## src/rtl/dff_universal_reg.sv

```systemverilog
// WIDTH-bit storage register with load/shift/rotate/toggle/set/clear modes,
// complementary outputs and a saturating count of edges on which Q changed.
module dff_universal_reg #(
  parameter int               WIDTH     = 8,
  parameter logic [WIDTH-1:0] RESET_VAL = '0,
  parameter int               CNT_W     = 16
) (
  input  logic             Clk,
  input  logic             Rst_n,
  input  logic             En,
  input  logic [2:0]       Mode,
  input  logic [WIDTH-1:0] D,
  input  logic             Sin,
  output logic [WIDTH-1:0] Q,
  output logic [WIDTH-1:0] Qb,
  output logic             Sout,
  output logic             Changed,
  output logic [CNT_W-1:0] Chg_cnt
);

  localparam logic [2:0] M_HOLD   = 3'b000;
  localparam logic [2:0] M_LOAD   = 3'b001;
  localparam logic [2:0] M_SHL    = 3'b010;
  localparam logic [2:0] M_SHR    = 3'b011;
  localparam logic [2:0] M_TOGGLE = 3'b100;
  localparam logic [2:0] M_CLEAR  = 3'b101;
  localparam logic [2:0] M_SET    = 3'b110;
  localparam logic [2:0] M_ROTL   = 3'b111;

  function automatic logic [CNT_W-1:0] sat_inc(input logic [CNT_W-1:0] c);
    return (&c) ? c : c + 1'b1;
  endfunction

  logic [WIDTH-1:0] q_p0;
  logic             sout_p0;
  logic             chg_p0;

  // Next-state decode; Sin and D are only looked at by the modes that use them.
  always_comb begin
    q_p0    = Q;
    sout_p0 = Sout;
    unique case (Mode)
      M_HOLD:   q_p0 = Q;
      M_LOAD:   q_p0 = D;
      M_SHL: begin
        q_p0    = {Q[WIDTH-2:0], Sin};
        sout_p0 = Q[WIDTH-1];
      end
      M_SHR: begin
        q_p0    = {Sin, Q[WIDTH-1:1]};
        sout_p0 = Q[0];
      end
      M_TOGGLE: q_p0 = Q ^ D;
      M_CLEAR:  q_p0 = '0;
      M_SET:    q_p0 = '1;
      M_ROTL: begin
        q_p0    = {Q[WIDTH-2:0], Q[WIDTH-1]};
        sout_p0 = Q[WIDTH-1];
      end
      default:  q_p0 = Q;
    endcase
    chg_p0 = En && (q_p0 != Q);
  end

  // Register stage: reset wins over everything, En gates all updates.
  always_ff @(posedge Clk) begin
    if (!Rst_n) begin
      Q       <= RESET_VAL;
      Sout    <= 1'b0;
      Changed <= 1'b0;
      Chg_cnt <= '0;
    end else begin
      Changed <= chg_p0;
      if (En) begin
        Q    <= q_p0;
        Sout <= sout_p0;
        if (chg_p0) Chg_cnt <= sat_inc(Chg_cnt);
      end
    end
  end

  assign Qb = ~Q;

endmodule

```

## config.mk

```make
export PLATFORM = sky130hd
export DESIGN_NAME = dff_universal_reg
export DESIGN_NICKNAME = d
export VERILOG_FILES = /design/src/rtl/dff_universal_reg.sv
export SDC_FILE = /design/constraint.sdc
export NUM_CORES = 1
export LEC_CHECK = 0
export CAP_MARGIN = 30
export CORE_UTILIZATION = 30
export DETAILED_ROUTE_END_ITERATION = 8
export GPL_ROUTABILITY_DRIVEN = 0
export PLACE_DENSITY = 0.63
export SETUP_SLACK_MARGIN = 0.15
export SYNTH_ARGS = -nofsm -noshare
export SYNTH_HDL_FRONTEND = slang
export SYNTH_SLANG_ARGS = --single-unit
```

## constraint.sdc

```tcl
create_clock -name Clk -period 2.2 [get_ports Clk]
set_clock_uncertainty 0.05 [all_clocks]
set_input_delay 0.33 -clock Clk [delete_from_list [all_inputs] [get_ports Clk]]
set_output_delay 0.33 -clock Clk [all_outputs]
set_load 0.1 [all_outputs]
```

### Word level (Yosys, flattened, before mapping)

Index checks and enable logic that the tools add are counted.

* flip-flop bits (word level): 26
* input port bits: 15
* output and inout bits: 34
* word-level logic and storage cells: 25

* add/sub/neg operators: 1
* equality and inequality tests: 8
* mux-type cells: 2
* bitwise logic cells: 3
* reduce and logical (&&, ||, !) cells: 7

Operators with widths (number)
* 8-bit one-hot mux with 8 select lines: 1
* 16-bit by 1-bit adder with 16-bit output (second input constant): 1
* 16-bit AND reduction: 1
* 3-bit equality test (second input constant): 4
* 8-bit inequality test: 1
* 8-bit NOT: 1
* 8-bit XOR: 1
* 3-bit by 2-bit equality test with 1-bit output (second input constant): 2
* 3-bit by 1-bit equality test with 1-bit output (second input constant): 1
* 3-bit logical NOT: 1
* 3-bit AND reduction: 1
* 1-bit one-hot mux with 2 select lines: 1
* 2-bit AND reduction: 1
* 2-bit nonzero test: 1
* 2-bit OR reduction: 1
* 1-bit logical AND: 1
* 1-bit NOT: 1

### Logic depth before layout (Yosys ltp)

Gate-level depths: netlist of run 1.

* depth in word-level cells: 5
* gate-level depth with buffers: 12
* gate-level depth less buffers: 7

### Least setup slack after synthesis of run 1

OpenSTA, ideal clock, no wires.

* path kind: reg-to-reg
* start point: register Q[7]
* end point: register Chg_cnt[4]
* library setup time: 70 ps
* data arrival time: 3169 ps
* data required time: 2080 ps
* setup slack: -1089 ps
* cell stages (with the launch flop): 8
* buffers on the path: 1
* period minus slack after synthesis: 3289 ps
* cell sequence: dfxtp_1 inv_1 a221oi_1 or4b_4 o41ai_4 buf_6 or4_1 a21oi_1

* word-level cells in the longest chain between the ends: 5

RTL lines
* start, declared: line 14 `output logic [WIDTH-1:0] Q,`
* start signal, assigned: line 75 `Q <= q_p0;`
* 8-bit XOR: line 53 `M_TOGGLE: q_p0 = Q ^ D;`
* 8-bit one-hot mux with 8 select lines: line 42 `unique case (Mode)`
* 8-bit inequality test *: line 62 `chg_p0 = En && (q_p0 != Q);`
* 1-bit logical AND *: line 62
* 3-bit AND reduction (no line) *
* end signal, assigned: line 77 `if (chg_p0) Chg_cnt <= sat_inc(Chg_cnt);`
* end, declared: line 18 `output logic [CNT_W-1:0] Chg_cnt`

Mark *: on every way between the ends. The rest lies on a longest branch, timed or not.
A chain may end at the register's enable or synchronous reset.

### Worst setup path in the final report of run 1

* start point: input port Mode[0]
* end point: register Chg_cnt[4]

* word-level cells in the longest chain between the ends: 5
* elaborated cells on any way between the ends: 12
* those cells by class: eq/ne (8); mux (1); reduce/logical (3)

RTL lines
* start, declared: line 11 `input logic [2:0] Mode,`
* 3-bit equality test (tied with other cells): line 42
* 8-bit one-hot mux with 8 select lines *: line 42
* 8-bit inequality test *: line 62
* 1-bit logical AND *: line 62
* 3-bit AND reduction (no line) *

Marked as above.

==> results of run 1 <==
[flip-flops by register name, summed over array words and instances (netlist names)]
signal	count
Sout	1
Q	8
Changed	1
Chg_cnt	16
[cell usage in the layout (no fill, tap or decap), drive strengths merged, types with 6 or more instances in the layout]
| cell | count |
|---|---|
| buf | 105 |
| a21oi | 32 |
| dfxtp | 26 |
| nand2 | 23 |
| o21ai | 20 |
| nor2 | 19 |
| nand2b | 12 |
| inv | 10 |
| nand3 | 10 |
| or4 | 9 |
| o31ai | 9 |
| or3 | 8 |
| xnor2 | 8 |
| clkdlybuf4s50 | 6 |
[worst max-delay path, cell delays in order]
cell and delay, ps:
clkdlybuf4s15_2 240, buf_8 170, xnor2_2 130, and2_4 180, buf_4 170, a32o_1 250, o221ai_2 100, o41ai_4 90
buf_4 170, buf_12 120, buf_16 130, or4_1 390, a21oi_1 120
[power by group]
group / total [mW] / internal, mW / switching (mW)
Sequential: 0.503 / 0.479 / 0.0235
Combinational: 0.774 / 0.310 / 0.464
Clock: 0.322 / 0.160 / 0.161
[cell usage after synthesis, drive strengths merged (4+ instances only)]
master,number
a21oi,32
nor2,19
nand3,10
buf,21
or4,9
o31ai,9
xnor2,8
nand2b,12
dfxtp,26
nand2,23
o21ai,20
or3,8
and2,5
clkbuf,7
nand4,4
inv,13
a31oi,4
[how the worst min path moves through the flow]
stage / slack, ps / cells after the start / to / start
6_report: 440 / 2 / Chg_cnt[13] / Chg_cnt[13]
5_1_grt: 450 / 2 / Chg_cnt[13] / Chg_cnt[13]
4_1_cts: 440 / 2 / Chg_cnt[13] / Chg_cnt[13]
3_5_place_dp: 420 / 2 / Chg_cnt[13] / Chg_cnt[13]
3_3_place_gp: 420 / 2 / Chg_cnt[13] / Chg_cnt[13]
2_1_floorplan: 410 / 2 / Q[2] / Rst_n
[per-stage QoR]
stage	total power, mW	util
finish	1.60	0.502
floorplan	0.995	-
global route	1.68	0.502
global placement	1.20	0.446
detailed placement	1.20	0.446
CTS	1.58	0.488
[cell type report]
cell class / count / area (um^2) / share of cell area
flip-flops and latches: 26 / 587 / 0.171
multi-input cells: 216 / 1550 / 0.451
inverters: 13 / 60.1 / 0.0175
clock buffers: 4 / 55.1 / 0.0161
well taps: 96 / 120 / 0.0350
repair buffers: 117 / 1060 / 0.310
[logic make-up after synthesis]
group,after synthesis,synth area share
simple gates,107,0.275
compound gates,95,0.305
buf+inv,41,0.108
flops,26,0.245
xor+xnor,9,0.0407
mux,4,0.0194
fa+ha+maj,1,0.00589
[repair_timing]
item                                    4_1_cts  5_1_grt
gates resized for setup                      33       19
setup buffers                                11        1
cloned                                        4        0
endpoints found under the setup margin       17       17
pin swaps                                    18       13
[per-layer routing]
layer | vias up | track usage
met5 | - | 0
li1 | 1232 | -
met2 | 50 | 0.303
met4 | 0 | 0.0318
met3 | 8 | 0.0212
met1 | 1216 | 0.285
==> results.json, run 1 <==
{
  "dpl_worst_slack_ps": -817,
  "synth_edf_count": 0,
  "num_vias": 2506,
  "drt_iter0_drc": 167,
  "postSynthAreaPerCell_um2": 7.50,
  "ios": 49,
  "p_per_area_nw_per_um2": 466,
  "r2r_setup_slack_ps": -240,
  "cts_buffers": 3,
  "final_max_slew_viol_count": 0,
  "timing.setup.tns_ps": -3600,
  "synthesis.area_um2": 2120,
  "endpoint_kind": "flip-flop",
  "ys_seq_elements": 26,
  "layout-drive-gt1-share": 0.473,
  "rr_endpoint": "Chg_cnt[8]",
  "drc": 0,
  "setup-violations-final": 17,
  "yosys.area.top_type": "dfxtp_1",
  "wl_met3_um": 240,
  "worstPathRequired_ps": 2360,
  "power_leakage_nw": 1.39,
  "antennaDiodeCount": 0,
  "period_needed_ps": 2450,
  "hold_viol": 0,
  "portBuffers": 48,
  "cts-htree-levels": 1,
  "drtAntennaViolNets": 0,
  "wl_per_cell_um": 14.8,
  "dr.max_layer_used": "met4",
  "r2r_cells": 10,
  "crit_start": "Mode[0]",
  "ir_worst_vdd_mv": 0.227,
  "hold_path.class": "flip-flop to flip-flop",
  "ys.flop_type": "dfxtp_1",
  "clkLatencyLatePin_ps": 270,
  "track_usage": 0.193,
  "stdcell_count": 472,
  "yosys-top-cells-area": "dfxtp_1 25%, a21oi_1 7.5%, nand2_1 4.1%",
  "wl_met1_um": 3290,
  "placed_area_um2": 3050,
  "crit_arrival_ps": 2610,
  "fillers": 675,
  "coreArea_um2": 6830,
  "dieArea_um2": 7420,
  "syn_nets": 299,
  "synthDominantCellAreaShare": 0.245,
  "rows": 30,
  "hold_slack_ps": 436,
  "relSlewSlack": 0.703,
  "worstSetupEndpoint": "Chg_cnt[4]",
  "timing.final.ws_setup_ps": -251,
  "r2r_start": "Q[4]",
  "violations": "setup timing",
  "ctsHoldBuffers": 0,
  "grt_pass1_vias": 2344,
  "fmax_mhz": 408,
  "clockBufferDepth": 2,
  "initial_core_util": 0.311,
  "maxCapViolCount": 0,
  "grt_max_degree": 19,
  "worstMarginPinSlew_ps": 445,
  "fp.dieH_um": 86.1,
  "synth_cell_types": 57,
  "clk_pin_slew_ps": 100,
  "startpoint_type": "input pin",
  "yosysSeqAreaShare": 0.245,
  "nets": 393,
  "via_per_inst": 5.31,
  "first_pass_iters": 4,
  "rsz0062_at_grt": "true",
  "grt_pass1_wl_um": 11600,
  "crit_fanout": 16,
  "yosysWarnings": 0,
  "cts_tree": "yes",
  "dp.final_hpwl_um": 4800,
  "outcome": "complete, but fails checks",
  "wl_met2_um": 3380,
  "areaGrowthSynthToFinish_pct": 61.5,
  "finalInstanceArea_um2": 3430,
  "critPathKind": "input pin to flip-flop",
  "grt_overflow_total": 0,
  "clock-sinks": 26,
  "cts-root-buf": "clkbuf_8",
  "wl_um": 6970,
  "dp_cells": 452,
  "die_x_um": 86.1,
  "antenna_found_initial": 0,
  "async_reset_ff_frac": 0,
  "period_share": 1.11,
  "netlist_instances": 283
}
Note: power is estimated with default switching activity, not from simulation.
==> run 2: changes to the inputs <==
- ABC_AREA: default -> 1
==> run 2 against run 1 <==
Compared with the run above: the run now ends clean; clock power increased by 26%; setup slack better by 520 ps; power about the same; sequential cell count unchanged; highest routed layer unchanged; via count is 5.7% higher; global-route usage fell by 2.5 points; routed wire length decreased by 4.1%; first-iteration DRC count fell by 46%; sequential share of layout area increased by 0.27 points.
==> results.json, run 2 <==
{
  "worstMarginPinSlew_ps": 328,
  "antenna_found_initial": 0,
  "ys_top_cells_by_count": "98 x nand2_1, 70 x nor2_1, 60 x inv_1",
  "cts-root-buf": "clkbuf_8",
  "antennaDiodeCount": 0,
  "hold_path.class": "flip-flop to flip-flop",
  "portBuffers": 48,
  "synth_cell_types": 23,
  "setup-violations-final": 0,
  "clockBufferDepth": 2,
  "largest_register_ff_count": 16,
  "final_common_cell": "nand2_1",
  "coreArea_um2": 6830,
  "maxCapViolCount": 0,
  "synthesis.area_um2": 2130,
  "netlist_instances": 392,
  "r2r_cells": 16,
  "initial_core_util": 0.311,
  "grt_overflow_total": 0,
  "relSlewSlack": 0.781,
  "endpoint_kind": "flip-flop",
  "dieArea_um2": 7430,
  "cts_tree": "yes",
  "rr_endpoint": "Chg_cnt[10]",
  "rsz0062_at_grt": "false",
  "fillers": 757,
  "drt_iter0_drc": 91,
  "crit_arrival_ps": 2070,
  "yosys.area.top_type": "dfxtp_1",
  "drtAntennaViolNets": 0,
  "grt_pass1_vias": 2290,
  "yosys-top-cells-area": "dfxtp_1 24%, nand2_1 17%, nor2_1 12%",
  "ys.flop_type": "dfxtp_1",
  "outcome": "completed",
  "fp.dieH_um": 86.2,
  "grt_pass1_wl_um": 10200,
  "ys_seq_elements": 26,
  "layout-drive-gt1-share": 0.295,
  "clk_pin_slew_ps": 100,
  "layout_common_cells": "90 x nand2_1, 61 x buf_4, 55 x nor2_1, 49 x inv_1, 30 x nand3_1",
  "power_frac_seq": 0.331,
  "postSynthAreaPerCell_um2": 5.43,
  "p_per_area_nw_per_um2": 503,
  "power_mw": 1.60,
  "wl_um": 6680,
  "yosysSeqAreaShare": 0.245,
  "die_x_um": 86.2,
  "synth_most_common_cell": "nand2_1",
  "ios": 49,
  "r2r_start": "Q[4]",
  "ir_worst_vdd_mv": 0.421,
  "cts-htree-levels": 1,
  "r2r_setup_slack_ps": 280,
  "reg_top3": "Chg_cnt: 16 flops, Q: 8 flops",
  "via_per_inst": 4.72,
  "synth_edf_count": 0,
  "worstPathRequired_ps": 2340,
  "clkLatencyLatePin_ps": 270,
  "grt_max_degree": 49,
  "dp.final_hpwl_um": 4640,
  "areaGrowthSynthToFinish_pct": 49.6,
  "nets": 482,
  "clock-sinks": 26,
  "synthDominantCellAreaShare": 0.245,
  "first_pass_iters": 4,
  "dr.max_layer_used": "met4",
  "power.switching_mw": 0.654,
  "async_reset_ff_frac": 0,
  "wl_met1_um": 3110,
  "hold_viol": 0,
  "drc": 0,
  "hold_end": "Sout",
  "critPathKind": "input pin to flip-flop",
  "period_needed_ps": 1930,
  "wl_met2_um": 3250,
  "period_share": 0.877,
  "wl_per_cell_um": 11.9,
  "max_flop_register": "Chg_cnt",
  "wl_met3_um": 295,
  "crit_fanout": 11,
  "p_int_mw": 0.946,
  "timing.setup.tns_ps": 0,
  "hold_depth": 2,
  "power_leakage_nw": 1.56,
  "min_from": "Sout",
  "rows": 30,
  "num_vias": 2648,
  "pwr-share-clk": 0.253,
  "final_max_slew_viol_count": 0,
  "comb_power_share": 0.416,
  "fmax_mhz": 518,
  "track_usage": 0.167,
  "p_sw_frac": 0.409,
  "cts_buffers": 3,
  "startpoint_type": "input pin",
  "syn_nets": 408,
  "yosysWarnings": 0
}
## run 2: cell types whose count changed in the layout (fill, tap and decap cells not counted), sizes merged, moves of 20 or more
cell | before | now
nand4 | 4 | 28
nand3 | 10 | 43
nand2 | 23 | 99
a21oi | 32 | 12
inv | 10 | 54
buf | 105 | 67
nor2 | 19 | 70
## run 2: how the worst max path moves through the flow
| stage | start | endpoint | slack [ps] | cells past startpoint |
|---|---|---|---|---|
| after floorplan | Q[1] | Chg_cnt[13] | -210 | 14 |
| after global placement | Mode[0] | Chg_cnt[1] | -440 | 15 |
| after detailed placement | Mode[0] | Chg_cnt[0] | -460 | 15 |
| after CTS | Chg_cnt[0] | Chg_cnt[15] | 180 | 12 |
| after global routing | Chg_cnt[8] | Chg_cnt[9] | 110 | 15 |
| final | Mode[1] | Chg_cnt[10] | 270 | 16 |
## run 2: final cells by class
class | count | area, um^2 | area share
clock buffer | 3 | 41.3 | 0.0130
clock inverter | 1 | 30.0 | 0.00944
inverter | 67 | 282 | 0.0885
multi-input combinational | 286 | 1440 | 0.453
sequential | 26 | 553 | 0.174
tap | 96 | 120 | 0.0378
timing repair buffer | 82 | 713 | 0.224
## run 2: repair_timing
item,in CTS,in global routing
hold buffers,0,0
buffers inserted,1,7
cloned,0,3
endpoints found under the hold margin,0,0
pin swaps,6,19
endpoints found under the setup margin,17,16
gates resized for setup,13,54
## run 2: worst max-delay path: stages
cell and delay, ps:
clkbuf_2 110, buf_4 160, buf_4 150, nand3_2 90
nor2_1 50, nor2_1 160, nand3_2 120, nand3_2 100
nand3_2 80, nor2_4 150, nand3_4 150, clkbuf_16 200
nand3_1 70, nand2_1 60, clkinv_1 40, nor2_1 30
## run 2: power by group through the flow
stage / Sequential [mW] / Clock [mW] / Combinational [mW]
finish: 0.530 / 0.405 / 0.666
CTS: 0.531 / 0.423 / 0.591
detailed placement: 0.542 / 0 / 0.583
floorplan: 0.674 / 0 / 0.286
global placement: 0.542 / 0 / 0.578
global route: 0.533 / 0.429 / 0.712
## run 2: logic make-up (layout without fill, tap and decap cells)
family                     after synthesis  after routing  synth area share
buffers and inverters                   80            153             0.151
and+or+nand+nor                        248            248             0.508
AOI/OAI and AO/OA                       36             36            0.0865
adders and majority gates                1              1           0.00588
DFF                                     26             26             0.245
xor gates and xnor gates                 1              1           0.00412
## run 2: per-layer routing
| layer | GRT usage | vias to the layer above |
|---|---|---|
| met5 | 0 | - |
| met1 | 0.214 | 1184 |
| li1 | - | 1403 |
| met4 | 0.0530 | 0 |
| met2 | 0.295 | 59 |
| met3 | 0.0181 | 2 |
## run 2: metrics by stage
step | worst slack [ps] | cells | hold slack (ps) | util | area [um^2]
after CTS | 182 | 551 | 429 | 0.429 | 2930
after global routing | 113 | 561 | 462 | 0.466 | 3180
after floorplan | -209 | 392 | 408 | - | 2200
final | 271 | 561 | 425 | 0.466 | 3180
after global placement | -437 | 546 | 412 | 0.414 | 2830
after detailed placement | -465 | 546 | 415 | 0.414 | 2830
